**config.mk**
```make
export PLATFORM = sky130hd
export DESIGN_NAME = mux4_rr_arbiter
export DESIGN_NICKNAME = d
export VERILOG_FILES = /design/src/rtl/mux4_rr_arbiter.sv
export SDC_FILE = /design/constraint.sdc
export NUM_CORES = 1
export LEC_CHECK = 0
export ABC_AREA = 1
export BUFFER_PORTS_ARGS = -buffer_cell sky130_fd_sc_hd__buf_2
export CORE_ASPECT_RATIO = 2
export CORE_MARGIN = 2
export CORE_UTILIZATION = 30
export DETAILED_ROUTE_END_ITERATION = 8
export PLACE_DENSITY = 0.52
export SYNTH_ARGS = -nofsm -noshare
export SYNTH_HDL_FRONTEND = slang
export SYNTH_SLANG_ARGS = --single-unit
```
**constraint.sdc**
```tcl
create_clock -name clk -period 5.1 [get_ports clk]
set_input_delay 1.02 -clock clk [delete_from_list [all_inputs] [get_ports clk]]
set_output_delay 1.02 -clock clk [all_outputs]
set_load 0.01 [all_outputs]
```
**src/rtl/mux4_rr_arbiter.sv**
```systemverilog
// Round-robin arbiter that shares one 4:1 data mux between four requesters.
// Grants are held while requested, capped at MAX_HOLD cycles per turn.
module mux4_rr_arbiter #(
    parameter int unsigned DW       = 1,
    parameter int unsigned MAX_HOLD = 8
) (
    input  logic          clk,
    input  logic          rst_n,
    input  logic [3:0]    req,
    input  logic [DW-1:0] din0,
    input  logic [DW-1:0] din1,
    input  logic [DW-1:0] din2,
    input  logic [DW-1:0] din3,
    output logic [3:0]    gnt,
    output logic          gnt_valid,
    output logic [1:0]    sel,
    output logic [DW-1:0] dout
);

    localparam int unsigned CW = 8;
    localparam logic [CW-1:0] HOLD_MAX = CW'(MAX_HOLD);

    typedef enum logic {
        IDLE  = 1'b0,
        GRANT = 1'b1
    } state_t;

    state_t        state;
    logic [1:0]    ptr;
    logic [CW-1:0] cnt;

    logic          found_c;
    logic [1:0]    win_c;
    logic [1:0]    idx_c;
    logic          keep_c;
    logic [DW-1:0] mux_c;

    // First set request bit searching ptr, ptr+1, ... (mod 4)
    always_comb begin
        found_c = 1'b0;
        win_c   = ptr;
        idx_c   = ptr;
        for (int i = 0; i < 4; i++) begin
            idx_c = ptr + 2'(i);
            if (!found_c && req[idx_c]) begin
                found_c = 1'b1;
                win_c   = idx_c;
            end
        end
    end

    // Current owner may keep the path for another cycle
    always_comb begin
        keep_c = (state == GRANT) && req[sel] && (cnt < HOLD_MAX);
    end

    always_comb begin
        case (sel)
            2'd0:    mux_c = din0;
            2'd1:    mux_c = din1;
            2'd2:    mux_c = din2;
            default: mux_c = din3;
        endcase
    end

    // Arbitration state machine; every output is registered here
    always_ff @(posedge clk or negedge rst_n) begin
        if (!rst_n) begin
            state     <= IDLE;
            gnt       <= 4'b0000;
            gnt_valid <= 1'b0;
            sel       <= 2'b00;
            dout      <= '0;
            ptr       <= 2'b00;
            cnt       <= '0;
        end else begin
            dout <= gnt_valid ? mux_c : '0;
            if (keep_c) begin
                cnt <= cnt + CW'(1);
            end else if (found_c) begin
                // Covers IDLE pickup, hand-over, and self re-grant on timeout
                state     <= GRANT;
                gnt       <= 4'b0001 << win_c;
                gnt_valid <= 1'b1;
                sel       <= win_c;
                cnt       <= CW'(1);
                ptr       <= win_c + 2'd1;
            end else begin
                state     <= IDLE;
                gnt       <= 4'b0000;
                gnt_valid <= 1'b0;
            end
        end
    end

endmodule

```
==> results of run 1 <==
## worst paths after layout
path / slack [ns] / end / from / depth (start not counted)
setup reg to reg: 2.88 / ptr[1]$_DFFE_PN0P_ / ptr[0]$_DFFE_PN0P_ / 12
hold reg to reg: 0.49 / cnt[5]$_DFFE_PN0P_ / cnt[5]$_DFFE_PN0P_ / 2
min in group asynchronous: 0.69 / gnt[3]$_DFFE_PN0N_ / rst_n / 1
max in group asynchronous: 4.11 / cnt[4]$_DFFE_PN0P_ / rst_n / 1
hold / removal: 0.49 / cnt[5]$_DFFE_PN0P_ / cnt[5]$_DFFE_PN0P_ / 2
setup / recovery: 2.76 / ptr[1]$_DFFE_PN0P_ / req[3] / 12
## per-layer routing
metal	vias to the layer above	GRT usage, %	part of all wire (%)	wire length (um)
li1	510	-	-	-
met1	462	14.5	39	971
met2	13	23.8	57	1410
met3	4	1.56	2.2	54
met4	0	4.73	1.5	36
met5	-	0	0	0
## synthesized netlist by cell type (2+ instances only)
cell type   n  area share, %
o21ai_0     4            1.7
nand2_2    10            5.3
buf_6       2            1.9
o21ai_2     3            2.2
ha_1        5            5.3
inv_1      13            4.2
nor2_1      5            1.6
nand3_1    12            5.1
inv_2       5            1.6
nand2_1    52             17
dfrtp_1    18             38
nand2_4     4            3.8
a21oi_1     2           0.85
nand4_1     2            1.1
nor2_2      2            1.1
## through the flow
| stage | hold slack, ns | power (mW) | utilization [%] | instance area (um^2) |
|---|---|---|---|---|
| 2_1_floorplan | 0.460 | 0.735 | - | 1170 |
| 3_3_place_gp | 0.484 | 0.835 | 34.1 | 1300 |
| 3_5_place_dp | 0.479 | 0.848 | 34.1 | 1300 |
| 4_1_cts | 0.495 | 0.972 | 35.6 | 1350 |
| 5_1_grt | 0.533 | 1.07 | 35.6 | 1350 |
| 6_report | 0.492 | 0.954 | 35.6 | 1350 |
## cell families after synthesis
kind of cell	count (synthesis)	synth area share, %
buf+inv	20	7.68
fa+ha+maj	5	5.34
simple gates	91	38.4
xor+xnor	1	0.747
compound gates	15	9.39
flops	18	38.4
## final cells by class
type / count / area [um^2]
multi-input cells: 112 / 632
inverters: 18 / 67.6
repair buffers: 17 / 85.1
fillers: 411 / 2450
flip-flops and latches: 18 / 450
clock buffers: 4 / 55.1
well taps: 51 / 63.8
## state kept, by name, indices dropped and copies added, names as in the netlist
signal and count:
cnt 8, dout 1, gnt 4, ptr 2, sel 2, state 1
## critical path, delay by kind of cell
kind / cells / cell delay (ns)
adder cells (fa/ha/maj): 1 / 0.28
AND/OR/NAND/NOR: 8 / 0.92
AO/OA/AOI/OAI: 1 / 0.05
buffers and inverters: 2 / 0.19
## power groups by stage
| stage | combinational, mW | clock (mW) | sequential, mW |
|---|---|---|---|
| after floorplan | 0.492 | 0 | 0.243 |
| after global placement | 0.588 | 0 | 0.247 |
| after detailed placement | 0.600 | 0 | 0.248 |
| after CTS | 0.606 | 0.121 | 0.246 |
| after global routing | 0.685 | 0.125 | 0.256 |
| final | 0.593 | 0.117 | 0.244 |
==> impl_results.md, run 1 <==
* Status: complete, no violations
* Final #Nets at between 150 and 200
* Final ANT Viol Nets at 0
* 1st-pass router iterations at 4
* Pwr Density at 705 mW/mm^2
* Setup crit end kind: flop
* Post-synth ARST share at 100%
* Vias per Instance at 4.50
* Slowest cell delay on critical path at 0.28 ns
* Synth warn at 0
* Port bufs at 17
* Critical path arrival at 2.48 ns
* Die area at 0.00445 mm^2
* Clk root buf: clkbuf_8
* Final worst slack at 2.76 ns
* Post-route insts no fill at 220
* Clk_lat worst skew at 0.26 ns
* Starting DRT DRC Count at 13
* Hold Fails Final Rpt at 0
* Max-Cap Viols at 0
* Vias in the first global route at 1015
* Most common cell after layout, fill and taps aside: nand2_1
* Max clock buf depth at 2
* Combinational share of power at 62.1%
* Syn_nets at 165
* Placed Instances at around 220
* Post-CTS Resized at 0
* Synth Cell Area at 0.00117 mm^2
* Worst EP required at approximately 5.2 ns
* Int Power at 0.471 mW
* Synth cell types at 26
* First-pass GRT wire length at 4.35 mm
* WL per Instance at 11.2 um
* Core Region at 0.00380 mm^2
* Sw Pwr at approximately 0.48 mW
* Share of cells above drive strength 1 at 30.2%
* Startpoint Class: input port
* Post-Route WL at 2.47 mm
* CTS Buf Count at 3
* Clk sink count at 18
* Total grt overflow at 0
* Peak Freq at between 400 and 500 MHz
* Setup Fix Bufs, Post-CTS at 0
* CP Max Fanout at 5
* Pins Over Slew Limit at 0
* Setup Skew at 0.00608 ns
* Clock transition at the registers of the reported paths at 0.07 ns
* Hold Path Class: reg -> reg
* Least-Margin Pin Slew at 0.445 ns
* EDFF count, synth at 0
* Die H at 92.4 um
* Cell count after synthesis at 150
* Initial antenna violation count at 0
* Hpwl dp at 2.04 mm
* Largest net degree at the start of global routing at 19
* Vias at ~990
* DRC viols at 0
* GRT Total Usage at 13.2%
* Final setup violation count at 0
* Hold Buf Count CTS at 0
* Synth-to-Final Area Change at 15.5%
* Crit Path Category: in -> reg
* Most used cell, CP: nand3_1
* Lkg Pwr at 0.711 nW
* Period utilisation layout at between 40% and 50%
* Mean Syn Cell Area at slightly below 8 um^2
* Die X at slightly below 50 um
* Clock power frac at 12.2%
* Primary FF master, synth: dfrtp_1
* Max VDD drop at between 0.2 and 0.3 mV
* Slowest CP cell: ha_1
* Most frequent cells in the layout: 52 x nand2_1, 18 x dfrtp_1, 17 x buf_2
* Setup tns final at 0 ns
* GP Congestion at 0.823
* Row cnt at 32
* Effective utilization at floorplan at 30.8%
* # IOs at 18
* Antenna Cells at 0
* Yosys reg bits at 18
* Max H-tree Level at 1
* RSZ-0062 raised after global routing: no
* CTS tree: done
* Register area share after synthesis at 38.4%
* Slew HR at between 70% and 80%
* CP Cell Sequence: buf_2 -> nand2_1 -> nand3_1 -> nand2_1 -> nand3_1 -> nand3_1 -> nand3_1 -> nand2_1 -> inv_1 -> ha_1 -> nand2_2 -> o21ai_2
* Seq pwr share at approximately a quarter
* Tmin final at roughly 2.3 ns
* Place WS at 2.47 ns
* Switching power share of the total at 50.6%
Note: power is estimated with default switching activity, not from simulation.
==> inputs of run 2 (changes only) <==
clock period = 2.5 ns   (was 5.1 ns; I/O delays follow)
==> run 2 against run 1 <==
Highest routed layer unchanged. Non-clock buffer count is the same. Sequential cell count unchanged. Largest power group unchanged. Cell area stayed put. Sequential power increased by 100%. Wire length is 3.6% higher. Clock-buffer cell count stayed put. Clock skew fell by 0.0042 ns. Critical path depth did not move.
==> impl_results.md, run 2 (synthesis results as in run 1) <==
* Clk sink count at 18
* Pins Over Slew Limit at 0
* Least-Margin Pin Slew at 0.472 ns
* Hpwl dp at 2.12 mm
* Most common cell after layout, fill and taps aside: nand2_1
* Worst R2R Path Depth at 12
* Vias per Instance at 4.49
* Max VDD drop at 0.723 mV
* Critical path arrival at 2.32 ns
* Largest net degree at the start of global routing at 19
* Vias in the first global route at 991
* Layout fillers at 418
* Final setup violation count at 0
* CTS Buf Count at 3
* Top flop regs: cnt (8), gnt (4)
* Setup Fix Bufs, Post-CTS at 0
* Port bufs at 17
* GP Congestion at 0.784
* Hold Fails Final Rpt at 0
* Crit Path Category: reg -> reg
* Lkg Pwr at 0.711 nW
* Effective utilization at floorplan at 30.8%
* Starting DRT DRC Count at 17
* # IOs at 18
* Minimum hold slack at 0.167 ns
* DRC viols at 0
* Pwr Density at 1450 mW/mm^2
* Setup Skew at 0.00193 ns
* Total grt overflow at 0
* Final #Nets at 185
* Status: complete, no violations
* First-pass GRT wire length at 4.33 mm
* Final total power at around 2.0 mW
* Max H-tree Level at 1
* Initial antenna violation count at 0
* Post-Route WL at 2.56 mm
* Die area at roughly 0.0045 mm^2
* Startpoint Class: flop
* CTS tree: done
* Max reg flops at 8
* Biggest register: cnt
* Reg2reg setup slack at 0.32 ns
* Tmin final at 2.18 ns
* Row cnt at 32
* Met3 Use GR at 1.56%
* CP Max Fanout at 11
* 1st-pass router iterations at 6
* Clk_lat worst skew at 0.25 ns
* Antenna Cells at 0
* Peak Freq at approximately 460 MHz
* Setup tns final at 0 ns
* Hold Path Class: in -> async
* Slew HR at 68.5%
* Core Region at 0.00380 mm^2
* Worst EP required at 2.64 ns
* Post-CTS Resized at 0
* Most used routing layer: met2
* Final Util at 35.6%
* Setup crit end kind: flop
* RSZ-0062 raised after global routing: no
* Synth-to-Final Area Change at 15.5%
* Worst R2R End: ptr[1]$_DFFE_PN0P_
* Clk root buf: clkbuf_8
* Reg2reg start: ptr[0]$_DFFE_PN0P_
* Clock transition at the registers of the reported paths at approximately 0.07 ns
* Max-Cap Viols at 0
* Most frequent cells in the layout: 52 x nand2_1, 18 x dfrtp_1, 17 x buf_2
* Die X at ~48 um
* Vias at 987
* Met2 Use GR at 24.7%
* Die H at 92.4 um
* Final ANT Viol Nets at 0
* WL per Instance at 11.6 um
* Period utilisation layout at 87.3%
* GRT Total Usage at 13.2%
* Hold Buf Count CTS at 0
* Share of cells above drive strength 1 at 30.2%
* Max clock buf depth at 2
* Met1 usage at 13.9%
[run 2: cell counts in the layout (fill, tap and decap cells not counted)]
No cell type changed its count.
[run 2: per-layer routing]
layer  vias to the layer above  share of wire [%]
met2                        15                 60
met5                         -                  0
met3                         4                2.5
met1                       457                 36
met4                         0                1.2
li1                        511                  -
[run 2: worst max-delay path by stage]
stage                             startpoint            endpoint  slack (ns)  depth (start not counted)
after floorplan           ptr[0]$_DFFE_PN0P_  ptr[1]$_DFFE_PN0P_        0.69                         12
after global placement    ptr[0]$_DFFE_PN0P_  ptr[1]$_DFFE_PN0P_        0.39                         12
after detailed placement  ptr[0]$_DFFE_PN0P_  ptr[1]$_DFFE_PN0P_        0.32                         12
after CTS                 ptr[0]$_DFFE_PN0P_  ptr[1]$_DFFE_PN0P_        0.30                         12
after global routing      ptr[0]$_DFFE_PN0P_  ptr[1]$_DFFE_PN0P_        0.06                         12
final                     ptr[0]$_DFFE_PN0P_  ptr[1]$_DFFE_PN0P_        0.32                         12
[run 2: final cells by class]
cell class	instances	area (um^2)	area share, %
inverter	18	67.6	4.99
tap	51	63.8	4.71
sequential	18	450	33.3
timing repair buffer	17	85.1	6.28
clock buffer	4	55.1	4.07
multi-input combinational	112	632	46.7
[run 2: where the power goes]
group | switching (mW) | total, mW | internal [mW]
logic | 0.792 | 1.22 | 0.431
clock network | 0.100 | 0.240 | 0.140
registers | 0.103 | 0.497 | 0.394
total | 0.996 | 1.96 | 0.964
[run 2: through the flow]
step           setup WS [ns]  std cells  instance area (um^2)
2_1_floorplan          0.689        150                  1170
3_3_place_gp           0.390        216                  1300
3_5_place_dp           0.319        216                  1300
4_1_cts                0.303        220                  1350
5_1_grt               0.0594        220                  1350
6_report               0.319        220                  1350
[run 2: worst max-delay path, stage by stage, from the launching register on]
cell and delay, ns:
dfrtp_1 0.54, inv_2 0.16, nand2_1 0.11, nand3_1 0.06
nand2_1 0.19, nand3_1 0.16, nand3_1 0.12, nand3_1 0.11
nand2_1 0.12, inv_1 0.07, ha_1 0.29, nand2_2 0.08
o21ai_2 0.05
